### config.mk
export PLATFORM = sky130hd
export DESIGN_NAME = tmds_channel_encoder
export DESIGN_NICKNAME = d
export VERILOG_FILES = /design/src/rtl/tmds_pkg.sv /design/src/rtl/tmds_transition_min.sv /design/src/rtl/tmds_channel_encoder.sv
export SDC_FILE = /design/constraint.sdc
export NUM_CORES = 1
export LEC_CHECK = 0
export CAP_MARGIN = 30
export CORE_MARGIN = 8
export CORE_UTILIZATION = 31
export CTS_CLUSTER_DIAMETER = 30
export CTS_CLUSTER_SIZE = 20
export DETAILED_ROUTE_END_ITERATION = 6
export HOLD_SLACK_MARGIN = 0.02
export MAX_ROUTING_LAYER = met4
export PLACE_DENSITY = 0.59
export SKIP_LAST_GASP = 1
export SLEW_MARGIN = 10
export SYNTH_ARGS = -nofsm -noshare
export SYNTH_HDL_FRONTEND = slang
export SYNTH_HIERARCHICAL = 1
export SYNTH_SLANG_ARGS = --single-unit
### constraint.sdc
create_clock -name i_clk -period 9.04 [get_ports i_clk]
set_clock_uncertainty 0.2 [all_clocks]
set_input_delay 0.904 -clock i_clk [delete_from_list [all_inputs] [get_ports i_clk]]
set_output_delay 0.904 -clock i_clk [all_outputs]
set_load 0.02 [all_outputs]
### src/rtl/tmds_pkg.sv
// rtl/tmds_pkg.sv - shared TMDS types, control tokens and popcount helper
package tmds_pkg;

    typedef logic signed [4:0] tmds_disp_t;

    // Indexed by {C1,C0}
    localparam logic [9:0] CTRL_TOKEN [4] = '{
        10'b1101010100,
        10'b0010101011,
        10'b0101010100,
        10'b1010101011
    };

    function automatic logic [3:0] popcount8(input logic [7:0] v);
        logic [3:0] n;
        n = 4'd0;
        for (int i = 0; i < 8; i++) begin
            n = n + {3'd0, v[i]};
        end
        return n;
    endfunction

endpackage

### src/rtl/tmds_transition_min.sv
// rtl/tmds_transition_min.sv - TMDS stage 1: transition-minimising XOR/XNOR chain
module tmds_transition_min
    import tmds_pkg::*;
(
    input  logic [7:0] data,
    output logic [8:0] q_m
);

    logic [3:0] n1d;
    logic       use_xnor;

    always_comb begin
        n1d      = popcount8(data);
        use_xnor = (n1d > 4'd4) || ((n1d == 4'd4) && !data[0]);
        q_m      = 9'd0;
        q_m[0]   = data[0];
        for (int i = 1; i < 8; i++) begin
            q_m[i] = use_xnor ? ~(q_m[i-1] ^ data[i]) : (q_m[i-1] ^ data[i]);
        end
        q_m[8] = ~use_xnor;
    end

endmodule

### src/rtl/tmds_channel_encoder.sv
// rtl/tmds_channel_encoder.sv - TMDS 8b/10b channel encoder: DC balance, control tokens, output register
// Optional macro TMDS_ENC_PIPE_EN adds a pipeline stage before DC balancing (latency 2).
module tmds_channel_encoder
    import tmds_pkg::*;
(
    input  logic       i_clk,
    input  logic       i_rst,
    input  logic [7:0] i_data,
    input  logic [1:0] i_control,
    input  logic       i_ve,
    output logic [9:0] o_tmds
);

    logic [8:0] q_m;
    logic [8:0] s2_qm;
    logic [3:0] s2_n1;
    logic       s2_ve;
    logic [1:0] s2_ctrl;

    tmds_transition_min u_tmin (
        .data (i_data),
        .q_m  (q_m)
    );

`ifdef TMDS_ENC_PIPE_EN
    always_ff @(posedge i_clk) begin
        if (i_rst) begin
            s2_qm   <= 9'd0;
            s2_n1   <= 4'd0;
            s2_ve   <= 1'b0;
            s2_ctrl <= 2'd0;
        end else begin
            s2_qm   <= q_m;
            s2_n1   <= popcount8(q_m[7:0]);
            s2_ve   <= i_ve;
            s2_ctrl <= i_control;
        end
    end
`else
    assign s2_qm   = q_m;
    assign s2_n1   = popcount8(q_m[7:0]);
    assign s2_ve   = i_ve;
    assign s2_ctrl = i_control;
`endif

    tmds_disp_t cnt;
    tmds_disp_t cnt_next;
    tmds_disp_t diff;
    tmds_disp_t two_q8;
    logic [9:0] sym_next;
    logic       q8;
    logic [7:0] qv;

    // diff = n1 - n0 = 2*n1 - 8; modulo-32 wrap at n1=8 still yields +8
    assign diff   = $signed({s2_n1, 1'b0}) - 5'sd8;
    assign q8     = s2_qm[8];
    assign qv     = s2_qm[7:0];
    assign two_q8 = q8 ? 5'sd2 : 5'sd0;

    always_comb begin
        sym_next = 10'd0;
        cnt_next = cnt;
        if (!s2_ve) begin
            sym_next = CTRL_TOKEN[s2_ctrl];
            cnt_next = 5'sd0;
        end else if ((cnt == 5'sd0) || (diff == 5'sd0)) begin
            sym_next = {~q8, q8, q8 ? qv : ~qv};
            cnt_next = q8 ? (cnt + diff) : (cnt - diff);
        end else if (((cnt > 5'sd0) && (diff > 5'sd0)) || ((cnt < 5'sd0) && (diff < 5'sd0))) begin
            sym_next = {1'b1, q8, ~qv};
            cnt_next = cnt + two_q8 - diff;
        end else begin
            sym_next = {1'b0, q8, qv};
            cnt_next = cnt + diff - (q8 ? 5'sd0 : 5'sd2);
        end
    end

    always_ff @(posedge i_clk) begin
        if (i_rst) begin
            o_tmds <= 10'h000;
            cnt    <= 5'sd0;
        end else begin
            o_tmds <= sym_next;
            cnt    <= cnt_next;
        end
    end

endmodule

# Word level (Yosys, flattened, before mapping)

Index checks and enable logic that the tools add are counted.
Widths: inputs -> output; s select.

Bits in registers: 15
Output and inout port bits: 10
Logic and storage cells: 76

Add/sub/neg operators: 20
Magnitude comparators: 6
Eq/ne operators: 1
Muxes and demuxes: 19
Bitwise logic cells: 18
Reduce and logical (&&, ||, !) cells: 10

Operators with widths:

| cell                | number |
|---|---|
| $mux 10             | 5 |
| $add 4x1->4         | 10 |
| $bmux 10 s2         | 1 |
| $mux 5              | 3 |
| $gt 5x1->1 const B  | 2 |
| $logic_not 5->1     | 2 |
| $lt 5x1->1 const B  | 2 |
| $sub 5x5->5         | 2 |
| $not 1->1           | 9 |
| $mux 8              | 1 |
| $not 8->8           | 1 |
| $mux 1              | 7 |
| $xor 1x1->1         | 7 |
| $add 5x3->5         | 1 |
| $add 5x5->5         | 1 |
| $sub 5x3->5         | 1 |
| $sub 5x5->5 const B | 1 |
| $add 1x1->2         | 2 |
| $add 3x1->4         | 1 |
| $eq 4x3->1 const B  | 1 |
| $gt 4x3->1 const B  | 1 |
| $mux 2              | 2 |
| $add 2x1->3         | 1 |
| $ge 3x3->1 const B  | 1 |
| other kinds (5)     | 9 |

# Depth between registers and ports, before layout

Depth after elaboration: 37
Mapped depth: 26

# Cells and area by module

Netlist, hierarchy kept.

Modules (own cells, without submodules):

| module               | times used | cells each | area each (um^2) |
|---|---|---|---|
| tmds_channel_encoder | 1          | 134        | 1292.5 |
| tmds_transition_min  | 1          | 33         | 361.6 |

# Worst setup path after synthesis

OpenSTA, ideal clock, no wires.

Path kind: input port to flip-flop
Start: in i_data[0]
End: reg cnt[4]
Data arrival time: 7.505 ns
Path slack: 1.249 ns
Stages on the path: 26
Buffers on the path: 0
Cells stage by stage: inv_1 -> fa_1 -> fa_1 -> fa_1 -> inv_1 -> ha_1 -> fa_1 -> or3b_1 -> a22oi_4 -> xnor2_1 -> inv_1 -> fa_1 -> fa_1 -> fa_1 -> inv_1 -> ha_1 -> xnor2_4 -> inv_1 -> ha_1 -> inv_1 -> ha_1 -> nor3b_1 -> nor3_1 -> xnor2_1 -> o21a_1 -> a211oi_1

Word-level cells in the longest chain between the ends: 36
Elaborated cells on any way between the ends: 58
Those cells by class: add/sub (20); order compare (3); eq/ne (1); mux (12); bitwise (14); reduce/logical (8)

Ends and longest elaborated chain:

| what                                                                 | line                       | source |
|---|---|---|
| start, declared                                                      | tmds_channel_encoder.sv:8  | `input logic [7:0] i_data,` |
| parallel branches: the longest is 10 deep, another holds $add 4x1->4 | -                          |  |
| $mux 1 *                                                             | tmds_transition_min.sv:18  | `q_m[i] = use_xnor ? ~(q_m[i-1] ^ data[i]) : (q_m[i-1] ^ data[i]);` |
| net q_m[1]                                                           | tmds_channel_encoder.sv:14 | `logic [8:0] q_m;` |
| parallel branches: the longest is 18 deep, another holds $add 3x1->4 | -                          |  |
| $add 4x1->4 *                                                        | tmds_pkg.sv:18             | `n = n + {3'd0, v[i]};` |
| $sub 5x5->5 *                                                        | tmds_channel_encoder.sv:55 | `assign diff = $signed({s2_n1, 1'b0}) - 5'sd8;` |
| parallel branches: the longest is 4 deep, another holds $add 5x5->5  | -                          |  |
| $mux 5 *                                                             | tmds_channel_encoder.sv:66 | `end else if ((cnt == 5'sd0) \|\| (diff == 5'sd0)) begin` |
| end signal, assigned                                                 | tmds_channel_encoder.sv:84 | `cnt <= cnt_next;` |
| end, declared                                                        | tmds_channel_encoder.sv:46 | `tmds_disp_t cnt;` |

Mark *: on every way through the listed nets, which the timed path passes.
A chain may end at the register's enable or synchronous reset.

# Worst setup path in the final report

Ends and elaborated chain as after synthesis.

==> metrics.txt <==
number of buffers inserted by hold repair at cts=0; DP Wirelength=2830 µm; synth warn=6; xor/xnor cell area share of the yosys netlist=21.3%; via count of the first global-routing pass=about 1100; CTS Root Buffer Type=sky130_fd_sc_hd__clkbuf_8; cells resized by post-CTS repair=0; die outline width=around 89 µm; sort of element at the end of the critical path=flip-flop; main combinational cell family by area after synthesis=adder cells; H-Tree Depth=1; path type of the worst setup path=input port to flip-flop; post-CTS setup buffer count=0; most used flip-flop cell after synthesis=sky130_fd_sc_hd__dfxtp_1; cells after synthesis=~170; effective utilization at floorplan=about 32%; CTS clk-pin slew, worst paths=about 0.06 ns; ratio of final minimum period to clock period=92.8%; slowest cell on the critical path=sky130_fd_sc_hd__clkdlybuf4s50_1; simple logic cell fraction of the synthesized area=about 8%; number of antenna violations at the first check in global routing=0; die outline height=between 80 and 90 µm; total wire length=3210 µm; Core Footprint=between 5000 and 6000 µm²; GRT Util Overall=8.63%; amount of wire on met3 after detailed routing=around 60 µm; area of the mapped netlist=approximately 1700 µm²; CP most frequent cell=sky130_fd_sc_hd__fa_1; compound-cell area share of the yosys netlist=about 12%; Max Cap Viol=0; number of buffers inserted by port buffering=22; max-slew violations=0; Routed WL per cell=about 12 µm; most instantiated cells after synthesis=sky130_fd_sc_hd__inv_1 (35), sky130_fd_sc_hd__ha_1 (21), sky130_fd_sc_hd__xnor2_1 (18), sky130_fd_sc_hd__dfxtp_1 (14), sky130_fd_sc_hd__a21oi_1 (13); share of Yosys cell area claimed by the top area cell type=between 10% and 20%; Worst Min Path Start=cnt[4]; number of placed I/O pins=23; start point of the critical path=i_data[0]; layout cells sized above 1=approximately 6.7%; Area Growth Syn to Fin=22.2%; fraction of registers with async set/reset=0%; post-synthesis sequential element count=14; final critical-path required period=around 8.4 ns; area share of fa/ha/maj cells after synthesis=30.4%; TritonCTS clock tree=yes; GR Overflow Total=0; Max stage delay on crit path=slightly below 0.6 ns; die footprint=between 7000 and 8000 µm²; synth unique cells=33; data required time of the critical path=around 9.0 ns; number of DRC violations after detailed routing=0; clock latency on the worst-skew pair=0.24 ns; CTS max path bufs=2; Final Instance Count excl. Fillers=263; detailed-route vias per instance=4.37; final-stage net count=240; post-synthesis average cell area=9.90 µm²; HP Class=flip-flop to flip-flop; metal2 WL=approximately 1600 µm; crit path max fanout=5; Placed Cells=around 260; final weighted congestion in routability-driven placement=0.797; portion of the post-synthesis area used by sequential elements=between 10% and 20%; Worst R2R Start=cnt[2]; top metal layer carrying routed signals=met4; total iterations of the first detailed-routing run=4; largest net degree at the start of global routing=15; post-detailed-route count of antenna-violating nets=0; Sum Neg Setup Slack=0 ns; area of all placed cells without fillers=2020 µm²; final antenna diode count=0; first-pass GRT wire length=about 5300 µm; dominant cell type by area after synthesis=sky130_fd_sc_hd__dfxtp_1; worst max-slew margin expressed relative to the limit=~69%; final-report hold violation count=0; cell with the most instances after synthesis=sky130_fd_sc_hd__inv_1; Max Fclk=0.119 GHz; Post-Route M1 WL=around 1600 µm; Num CTS Buffers=3; critical path launch point type=input port; placement-stage cell area=a little under 2000 µm²; status=finished, final reports clean; mux contribution to synthesized area=under 10%; final setup fails=0; setup repair after global routing missed its margin=false; main area contributors after synthesis=sky130_fd_sc_hd__dfxtp_1 (17%), sky130_fd_sc_hd__ha_1 (16%), sky130_fd_sc_hd__fa_1 (15%); Vias=1150; Cell Rows=26; # clock sinks=14; EDFF count, synth=0; worst path arrival time=~8.4 ns; iteration-0 DRC count of the detailed router=53; Synthesized Nets=213; worst-margin pin slew=roughly 0.45 ns
==> routing by layer <==
layer,vias to the layer above,track usage (%)
li1,584,-
met3,2,1.65
met5,-,-
met1,545,11.2
met4,0,0.906
met2,19,13.9
==> worst max-delay path, delay by kind of cell <==
| kind | cells | cell delay [ns] |
|---|---|---|
| adders and majority gates | 11 | 4.38 |
| xor gates and xnor gates | 3 | 0.58 |
| AOI/OAI and AO/OA | 3 | 0.64 |
| buffers and inverters | 7 | 1.08 |
| and+or+nand+nor | 3 | 0.76 |
==> logic make-up (layout without fill, tap and decap cells) <==
| group | after synthesis | after routing |
|---|---|---|
| adder cells (fa/ha/maj) | 33 | 33 |
| AO/OA/AOI/OAI | 27 | 27 |
| flip-flops | 14 | 14 |
| multiplexers | 3 | 3 |
| buffers and inverters | 37 | 63 |
| AND/OR/NAND/NOR | 23 | 23 |
| XOR/XNOR | 30 | 30 |
==> state kept, by name, indices dropped and copies added (netlist names) <==
signal,count
cnt,4
o_tmds,10
==> final cells by class <==
cell class,count,area [µm²]
Multi-Input combinational cell,116,1230
Fill cell,554,3120
Inverter,35,131
Clock buffer,4,55.1
Tap cell,70,87.6
Timing Repair Buffer,24,235
Sequential cell,14,280
==> worst paths after layout <==
check                           slack, ns  cells past startpoint      to
worst max-delay path                 0.65                     27  cnt[4]
worst min-delay path                 0.59                      3  cnt[4]
worst max register to register       6.62                      8  cnt[4]
worst min register to register       0.59                      3  cnt[4]
==> cell usage in the layout, fill, tap and decap left out, drive strengths merged, types with 2 or more instances in the layout <==
master / n
xnor2: 19
or3b: 2
xor2: 6
clkdlybuf4s50: 22
fa: 12
a21oi: 13
a211oi: 5
clkbuf: 4
ha: 21
inv: 35
nand2b: 3
nand2: 3
mux2i: 3
dfxtp: 14
buf: 2
a21o: 2
xnor3: 4
nor2: 7
nor2b: 4
==> through the flow <==
step	setup slack (ns)	util, %	hold slack (ns)
3_3_place_gp	0.462	38.2	0.585
6_report	0.648	39.3	0.588
3_5_place_dp	0.369	38.2	0.581
2_1_floorplan	1.25	-	0.513
5_1_grt	0.330	39.3	0.638
4_1_cts	0.634	39.3	0.590
Power is left out: the tool's default activity adds up to more than one toggle a clock period on the data nets, which glitch-free logic cannot reach.
